$ cat src/rtl/spmm_pkg.sv
// Shared types and constants for the SpMM engine: matrix geometry, the beat
// index used by the four-row buffer ports, and the lhs issue-mode encoding.
package spmm_pkg;

  localparam int N     = 16;
  localparam int W     = 16;
  localparam int lgN   = $clog2(N);
  localparam int dbLgN = 2 * lgN;
  localparam int BEATS = N / 4;

  typedef logic [W-1:0]   data_t;
  typedef logic [lgN-3:0] beat_t;

  // Issue mode as presented on {lhs_ws, lhs_os}.
  typedef enum logic [1:0] {
    MODE_NS  = 2'b00,
    MODE_OS  = 2'b01,
    MODE_WS  = 2'b10,
    MODE_WOS = 2'b11
  } lhs_mode_e;

endpackage

$ cat src/rtl/spmm_beat_cnt.sv
// Fixed-length beat sequencer for the buffer ports. The beat of the accept
// cycle is 0, and the counter carries beats 1..NUM_BEATS-1 afterwards.
module spmm_beat_cnt
  import spmm_pkg::*;
#(
  parameter int NUM_BEATS = BEATS,
  localparam int BW = $clog2(NUM_BEATS)
) (
  input  logic          clock,
  input  logic          reset,
  input  logic          start,
  output logic          active,
  output logic [BW-1:0] beat,
  output logic          last
);

  assign last = active && (beat == BW'(NUM_BEATS - 1));

  // NOTE: state registers use non-blocking assignments so every flop samples
  // pre-edge values and simulation matches the synthesized netlist.
  always_ff @(posedge clock or negedge reset) begin
    if (!reset) begin
      active <= 1'b0;
      beat   <= '0;
    end else if (start) begin
      active <= 1'b1;
      beat   <= BW'(1);
    end else if (last) begin
      active <= 1'b0;
      beat   <= '0;
    end else if (active) begin
      beat <= beat + 1'b1;
    end
  end

endmodule

$ cat src/rtl/spmm_ctrl.sv
// SpMM sequencer: handshakes on the lhs/rhs/out ports, occupancy flags for the
// rhs and output buffers, and control strobes for rhs load, PE launch and drain.
module spmm_ctrl #(
  parameter int N        = 16,
  parameter int PE_DELAY = 6
) (
  input  logic                   clock,
  input  logic                   reset,
  output logic                   lhs_ready_ns,
  output logic                   lhs_ready_ws,
  output logic                   lhs_ready_os,
  output logic                   lhs_ready_wos,
  input  logic                   lhs_start,
  input  logic                   lhs_ws,
  input  logic                   lhs_os,
  output logic                   rhs_ready,
  input  logic                   rhs_start,
  output logic                   out_ready,
  input  logic                   out_start,
  output logic                   rhs_wr_en,
  output logic [$clog2(N)-3:0]   rhs_wr_beat,
  output logic                   pe_start,
  output logic                   out_wr_en,
  output logic                   out_acc,
  output logic                   out_rd_en,
  output logic [$clog2(N)-3:0]   out_rd_beat,
  output logic                   busy
);

  import spmm_pkg::*;

  localparam int CW = $clog2(PE_DELAY + 1);

  logic          alive;
  logic          rhs_valid;
  logic          out_valid;
  logic          ws_q;
  logic          os_q;
  logic [CW-1:0] pe_cnt;

  logic          loading;
  logic          computing;
  logic          draining;
  logic          rhs_last;
  logic          out_last;
  logic          rhs_go;
  logic          lhs_go;
  logic          out_go;
  logic          pe_done;
  logic          common_ready;
  logic          mode_ready;
  lhs_mode_e     mode;

  assign computing    = (pe_cnt != '0);
  assign pe_done      = (pe_cnt == CW'(1));
  assign common_ready = rhs_valid && !computing && !draining;

  assign lhs_ready_ns  = common_ready && !out_valid;
  assign lhs_ready_ws  = common_ready && !out_valid;
  assign lhs_ready_os  = common_ready && out_valid;
  assign lhs_ready_wos = common_ready && out_valid;

  // alive keeps rhs_ready low while reset is held, so every output reads 0.
  assign rhs_ready = alive && !rhs_valid && !loading;
  assign out_ready = out_valid && !computing && !draining;

  assign mode = lhs_mode_e'({lhs_ws, lhs_os});

  // NOTE: every always_comb output is given a default first so no path
  // through the case leaves it unassigned and infers a latch.
  always_comb begin
    mode_ready = 1'b0;
    case (mode)
      MODE_NS:  mode_ready = lhs_ready_ns;
      MODE_WS:  mode_ready = lhs_ready_ws;
      MODE_OS:  mode_ready = lhs_ready_os;
      MODE_WOS: mode_ready = lhs_ready_wos;
      default:  mode_ready = 1'b0;
    endcase
  end

  assign rhs_go = rhs_start && rhs_ready;
  assign lhs_go = lhs_start && mode_ready;
  assign out_go = out_start && out_ready;

  assign pe_start  = lhs_go;
  assign out_wr_en = pe_done;
  assign out_acc   = pe_done && os_q;
  assign rhs_wr_en = rhs_go || loading;
  assign out_rd_en = out_go || draining;
  assign busy      = loading || computing || draining;

  spmm_beat_cnt #(.NUM_BEATS(N / 4)) u_rhs_cnt (
    .clock  (clock),
    .reset  (reset),
    .start  (rhs_go),
    .active (loading),
    .beat   (rhs_wr_beat),
    .last   (rhs_last)
  );

  spmm_beat_cnt #(.NUM_BEATS(N / 4)) u_out_cnt (
    .clock  (clock),
    .reset  (reset),
    .start  (out_go),
    .active (draining),
    .beat   (out_rd_beat),
    .last   (out_last)
  );

  always_ff @(posedge clock or negedge reset) begin
    if (!reset) begin
      alive     <= 1'b0;
      rhs_valid <= 1'b0;
      out_valid <= 1'b0;
      ws_q      <= 1'b0;
      os_q      <= 1'b0;
      pe_cnt    <= '0;
    end else begin
      alive <= 1'b1;
      if (rhs_last) rhs_valid <= 1'b1;
      if (lhs_go) begin
        pe_cnt <= CW'(PE_DELAY);
        ws_q   <= lhs_ws;
        os_q   <= lhs_os;
      end else if (computing) begin
        pe_cnt <= pe_cnt - 1'b1;
      end
      // Result lands this cycle; a non-stationary rhs is consumed with it.
      if (pe_done) begin
        out_valid <= 1'b1;
        if (!ws_q) rhs_valid <= 1'b0;
      end
      if (out_last) out_valid <= 1'b0;
    end
  end

endmodule

$ cat config.mk
export PLATFORM = sky130hd
export DESIGN_NAME = spmm_ctrl
export DESIGN_NICKNAME = d
export VERILOG_FILES = /design/src/rtl/spmm_pkg.sv /design/src/rtl/spmm_beat_cnt.sv /design/src/rtl/spmm_ctrl.sv
export SDC_FILE = /design/constraint.sdc
export NUM_CORES = 1
export LEC_CHECK = 0
export BUFFER_PORTS_ARGS = -buffer_cell sky130_fd_sc_hd__buf_2
export CAP_MARGIN = 10
export CORE_MARGIN = 3
export CORE_UTILIZATION = 49
export DETAILED_ROUTE_END_ITERATION = 6
export GPL_TIMING_DRIVEN = 0
export PLACE_DENSITY = 0.84
export SYNTH_ARGS = -nofsm -noshare
export SYNTH_HDL_FRONTEND = slang
export SYNTH_SLANG_ARGS = --single-unit
$ cat constraint.sdc
create_clock -name clock -period 1.8 [get_ports clock]
set_input_delay 0.36 -clock clock [delete_from_list [all_inputs] [get_ports clock]]
set_output_delay 0.36 -clock clock [all_outputs]
set_load 0.02 [all_outputs]
== Yosys cells after proc, flatten, opt, wreduce, memory -nomap -nowiden ==
Cells that the tools add are included.

* Register bits after elaboration: 14
* Output and inout bits: 16
* Word-level logic and storage cells: 70
* Input port bits: 7

* Muxes and demuxes: 18
* Reduce and logical (&&, ||, !) cells: 33
* Equal/unequal tests: 6
* Add/subtract/negate cells: 3

{| class="wikitable"
|+ Operators with widths
! kind !! count
|-
| $logic_and A1 B1 Y1 || 14
|-
| $mux W2 || 6
|-
| $mux W1 || 9
|-
| $reduce_bool A3 Y1 || 3
|-
| $eq A2 B2 Y1 const B || 4
|-
| $reduce_bool A2 Y1 || 4
|-
| $mux W3 || 2
|-
| $logic_not A1 Y1 || 5
|-
| $add A2 B1 Y2 const B || 2
|-
| $logic_or A1 B1 Y1 || 4
|-
| $reduce_or A2 Y1 || 2
|-
| $eq A3 B1 Y1 const B || 1
|-
| $sub A3 B1 Y3 const B || 1
|-
| $eq A2 B1 Y1 const B || 1
|-
| $logic_not A2 Y1 || 1
|-
| $pmux W1 S2 || 1
|}

== Depth between registers and ports, before layout ==
* Word-level depth: 8
* Depth in mapped cells: 6
* Gate-level depth less buffers: 5

== Modules after synthesis ==
Synthesis repeated with hierarchy kept, for this count alone.

* Cell total of the unflattened synthesis: 74
* Area total of the unflattened synthesis: 793.3 um^2

{| class="wikitable"
|+ Modules (own cells, without submodules)
! module !! area an instance (um^2) !! cells an instance !! sequential area each (um^2) !! times used
|-
| spmm_ctrl || 513.0 || 50 || 200.2 || 1
|-
| spmm_beat_cnt || 140.1 || 12 || 75.1 || 2
|}

== Least setup slack after synthesis ==
OpenSTA, ideal clock, no wires.

* Path kind: flip-flop to output port
* Start point: register pe_cnt[0]
* End point: output port lhs_ready_ws
* Slack: -0.136 ns
* Arrival: 1.576 ns
* Stages on the path, launching flop included: 7
* Required time: 1.440 ns
* Path buffers: 1
* Path through: dfrtp_1 inv_1 ha_1 nor3b_4 nand2_1 nor2_1 buf_4

* Cells in the longest elaborated chain, start to end: 5

{| class="wikitable"
|+ Ends and longest elaborated chain
! element !! line !! text
|-
| start: declaration || spmm_ctrl.sv:39 || <nowiki>logic [CW-1:0] pe_cnt;</nowiki>
|-
| start signal: assignment || spmm_ctrl.sv:123 || <nowiki>pe_cnt <= CW'(PE_DELAY);</nowiki>
|-
| start signal: assignment || spmm_ctrl.sv:127 || <nowiki>pe_cnt <= pe_cnt - 1'b1;</nowiki>
|-
| $reduce_bool A3 Y1 || spmm_ctrl.sv:54 || <nowiki>assign computing = (pe_cnt != '0);</nowiki>
|-
| $logic_not A1 Y1 || spmm_ctrl.sv:56 || <nowiki>assign common_ready = rhs_valid && !computing && !draining;</nowiki>
|-
| $logic_and A1 B1 Y1 (2 in series) || spmm_ctrl.sv:56 ||
|-
| $logic_and A1 B1 Y1 || - ||
|-
| end: declaration || spmm_ctrl.sv:10 || <nowiki>output logic lhs_ready_ws,</nowiki>
|}

Every way passes these cells.

== Final worst setup path ==
* Start point: register pe_cnt[0]
* End point: output port pe_start

* Cells in the longest elaborated chain, start to end: 7
* Elaborated cells between the ends (all ways): 8
* Classes of those cells: mux (1); reduce/logical (7)

{| class="wikitable"
|+ Ends and longest elaborated chain
! element !! line !! text
|-
| $reduce_bool A3 Y1 (*) || spmm_ctrl.sv:54 ||
|-
| $logic_not A1 Y1 (*) || spmm_ctrl.sv:56 ||
|-
| $logic_and A1 B1 Y1 (*) (2 in series) || spmm_ctrl.sv:56 ||
|-
| $logic_and A1 B1 Y1, on equally long branches || - ||
|-
| $pmux W1 S2 (*) || spmm_ctrl.sv:73 || <nowiki>case (mode)</nowiki>
|-
| $logic_and A1 B1 Y1 (*) || spmm_ctrl.sv:83 || <nowiki>assign lhs_go = lhs_start && mode_ready;</nowiki>
|-
| end: declaration || spmm_ctrl.sv:22 || <nowiki>output logic pe_start,</nowiki>
|}

Every way passes the cells marked *; elsewhere a longest branch is shown, timed or not.

==> reports/summary.txt <==
Die Span X -> 45.5 µm
per-cell routed wire length -> 18.0 µm
Clock Tree Root -> clkbuf_4
HPWL after DPL -> 1120 µm
Yosys cell types -> 26
Clock transition at path regs -> 0.08 ns
fin crit share -> 116%
area leader, netlist -> dfrtp_1
largest net degree at the start of global routing -> 15
vias per cell -> 5.61
H-tree depth -> 1
initial antenna violation count -> 0
Die ar. -> 0.00207 mm²
Overall Global Routing Usage -> 24.4%
vias -> 741
MaxCap Viol Count -> 0
post-place setup slack -> -0.106 ns
RSZ-0062 raised after global routing -> yes
top post-synthesis cells by area -> dfrtp_1, ha_1, nand2_1
Chip Height -> 45.5 µm
CTS tree -> built
post-synthesis sequential area ratio -> 45.8%
Routability Congestion -> 0.744
gate count after technology mapping -> 75
CTS Buf Count -> 3
layout cells sized above 1 -> 54.7%
syn_nets -> 87
top-level port count -> 23
final net count -> 130
worst reg-to-reg path cell count -> 7
PwrDens -> 1740 mW/mm²
Final Skew -> 0.00915 ns
Mapped Area -> 766 µm²
vias in the first global route -> 719
status -> finished, violations left
ant diodes -> 0
crit start category -> flop
clock sinks -> 14
WHS Path Cells -> 2
Clk Latency, worst-skew pair -> 0.29 ns
final setup vio count -> 10
Final Hold Fails -> 0
first-pass GRT wire length -> 3420 µm
row count -> 13
Routed Antenna Nets -> 0
Worst Setup Path Type -> reg2out
Worst Path Arrival -> 1.74 ns
Post-Route WL -> 2380 µm
Avg Synthesized Cell Area -> 10.2 µm²
hold_ws -> 0.312 ns
synth warn -> 0
Max Clk Rate -> 477 MHz
final setup margin -> -0.295 ns
pins over their slew limit -> 0
crit end category -> output pin
failing checks -> negative setup slack
Area growth syn-to-layout -> 59.3%
Final Critical Period -> 2.10 ns
leakage -> 0.603 nW
Worst Path Required -> 1.44 ns
Initial Utilization -> 55.4%
First-pass DRT Iterations -> 4
Peak VDD IR -> 1.20 mV
grt ovf -> 0
Port-buffer cells -> 22
Clock Path Buffers -> 2
drt drc -> 0
top-area cell type share of the netlist area -> 45.8%
number of DRC markers in iteration 0 -> 22
number of synthesized register bits -> 14
Core Area -> 0.00138 mm²
worst-path fanout max -> 6
Hold Crit Class -> in2reg
-- path summary, 6_finish.rpt --
kind / from / to / slack [ns]
min in group asynchronous: reset / os_q / 0.48
setup reg to reg: pe_cnt[0] / ws_q / -0.01
hold / removal: lhs_ws / ws_q / 0.31
max in group asynchronous: reset / rhs_valid / 1.05
hold reg to reg: ws_q / ws_q / 0.54
setup / recovery: pe_cnt[0] / pe_start / -0.30
-- cells in the final DEF (no fill, tap or decap), types with 2 or more instances in the layout --
| cell type | n |
|---|---|
| nand2_1 | 7 |
| clkbuf_4 | 3 |
| inv_1 | 3 |
| nor2_1 | 4 |
| ha_1 | 3 |
| o21ai_0 | 3 |
| nand2_2 | 2 |
| xnor2_1 | 2 |
| buf_2 | 12 |
| buf_6 | 17 |
| nor3b_1 | 3 |
| and2_4 | 2 |
| inv_2 | 3 |
| ha_4 | 2 |
| a21oi_1 | 6 |
| buf_4 | 11 |
| dfrtp_1 | 13 |
-- metrics by stage --
step                instances  utilization [%]  instance area, µm²  TNS, ns  power [mW]
global placement          112             65.3                 903   -0.241        1.36
floorplan                  75                -                 774        0        1.17
detailed placement        112             65.3                 903   -0.282        1.40
finish                    132             88.2                1220    -1.92        2.12
global route              132             88.2                1220    -2.90        2.26
CTS                       131             85.4                1180    -1.33        1.99
-- metal layers --
| layer | vias up | wire (µm) | track usage [%] |
|---|---|---|---|
| met4 | 0 | 89 | 9.36 |
| met1 | 354 | 858 | 25.4 |
| met3 | 8 | 167 | 9.49 |
| met2 | 43 | 1260 | 43.2 |
| li1 | 336 | - | - |
| met5 | - | 0 | 0 |
-- critical path, stage by stage, from the launching register on --
cell	delay, ns
dfrtp_1	0.39
inv_2	0.08
ha_4	0.14
nor3b_4	0.35
buf_6	0.18
nand4_4	0.12
inv_2	0.08
buf_6	0.11
-- state kept, by name, summed over array words and instances, names as in the netlist --
| signal | count |
|---|---|
| os_q | 1 |
| u_rhs_cnt.active | 1 |
| rhs_valid | 1 |
| ws_q | 1 |
| pe_cnt | 3 |
| u_out_cnt.active | 1 |
| alive | 1 |
| out_valid | 1 |
| u_rhs_cnt.beat | 2 |
| u_out_cnt.beat | 2 |
-- what timing repair did --
| item | 4_1_cts | 5_1_grt |
|---|---|---|
| setup endpoints to repair | 9 | 12 |
| pin swaps | 7 | 5 |
| buffers inserted | 15 | 4 |
| hold buffers | 1 | 0 |
| gates resized for setup | 38 | 10 |
| hold endpoints to repair | 14 | 0 |
-- Yosys cell counts --
cell type,n
and3_1,1
and3_2,1
nand2_1,10
nand4bb_1,1
nor2b_1,2
buf_4,2
xnor2_1,2
nor3b_4,1
a41oi_1,1
ha_1,5
nor2_1,5
nor3b_1,3
conb_1,1
a211oi_1,1
and2_1,3
a21oi_1,6
mux2i_1,1
mux2_4,1
dfrtp_1,14
nand3_1,1
inv_1,6
buf_6,1
o211ai_1,1
a31o_1,1
nand4_4,1
o21ai_0,3
-- report_power, final --
| group | leakage (nW) | internal [mW] | switching (mW) |
|---|---|---|---|
| clock network | 0.0210 | 0.123 | 0.107 |
| registers | 0.170 | 0.452 | 0.178 |
| logic | 0.413 | 0.617 | 0.646 |
| total | 0.603 | 1.19 | 0.931 |
-- area by class of cell --
type                    instances  area (µm²)
well taps                      15        18.8
clock buffers                   4        36.3
fillers                        65         163
repair buffers                 38         310
flip-flops and latches         14         352
inverters                       6        22.5
multi-input cells              52         447
plain buffers                   3        33.8
-- cells by family (layout without fill, tap and decap cells) --
group	after synthesis	after routing	synth area share, %
xor+xnor	2	2	2.29
mux	2	2	3.27
flops	14	14	45.8
simple gates	29	29	23.5
buf+inv	9	51	6.37
other cells	1	1	0.490
fa+ha+maj	5	5	8.17
compound gates	13	13	10.1
No activity file was read; power rests on OpenSTA's default activity.
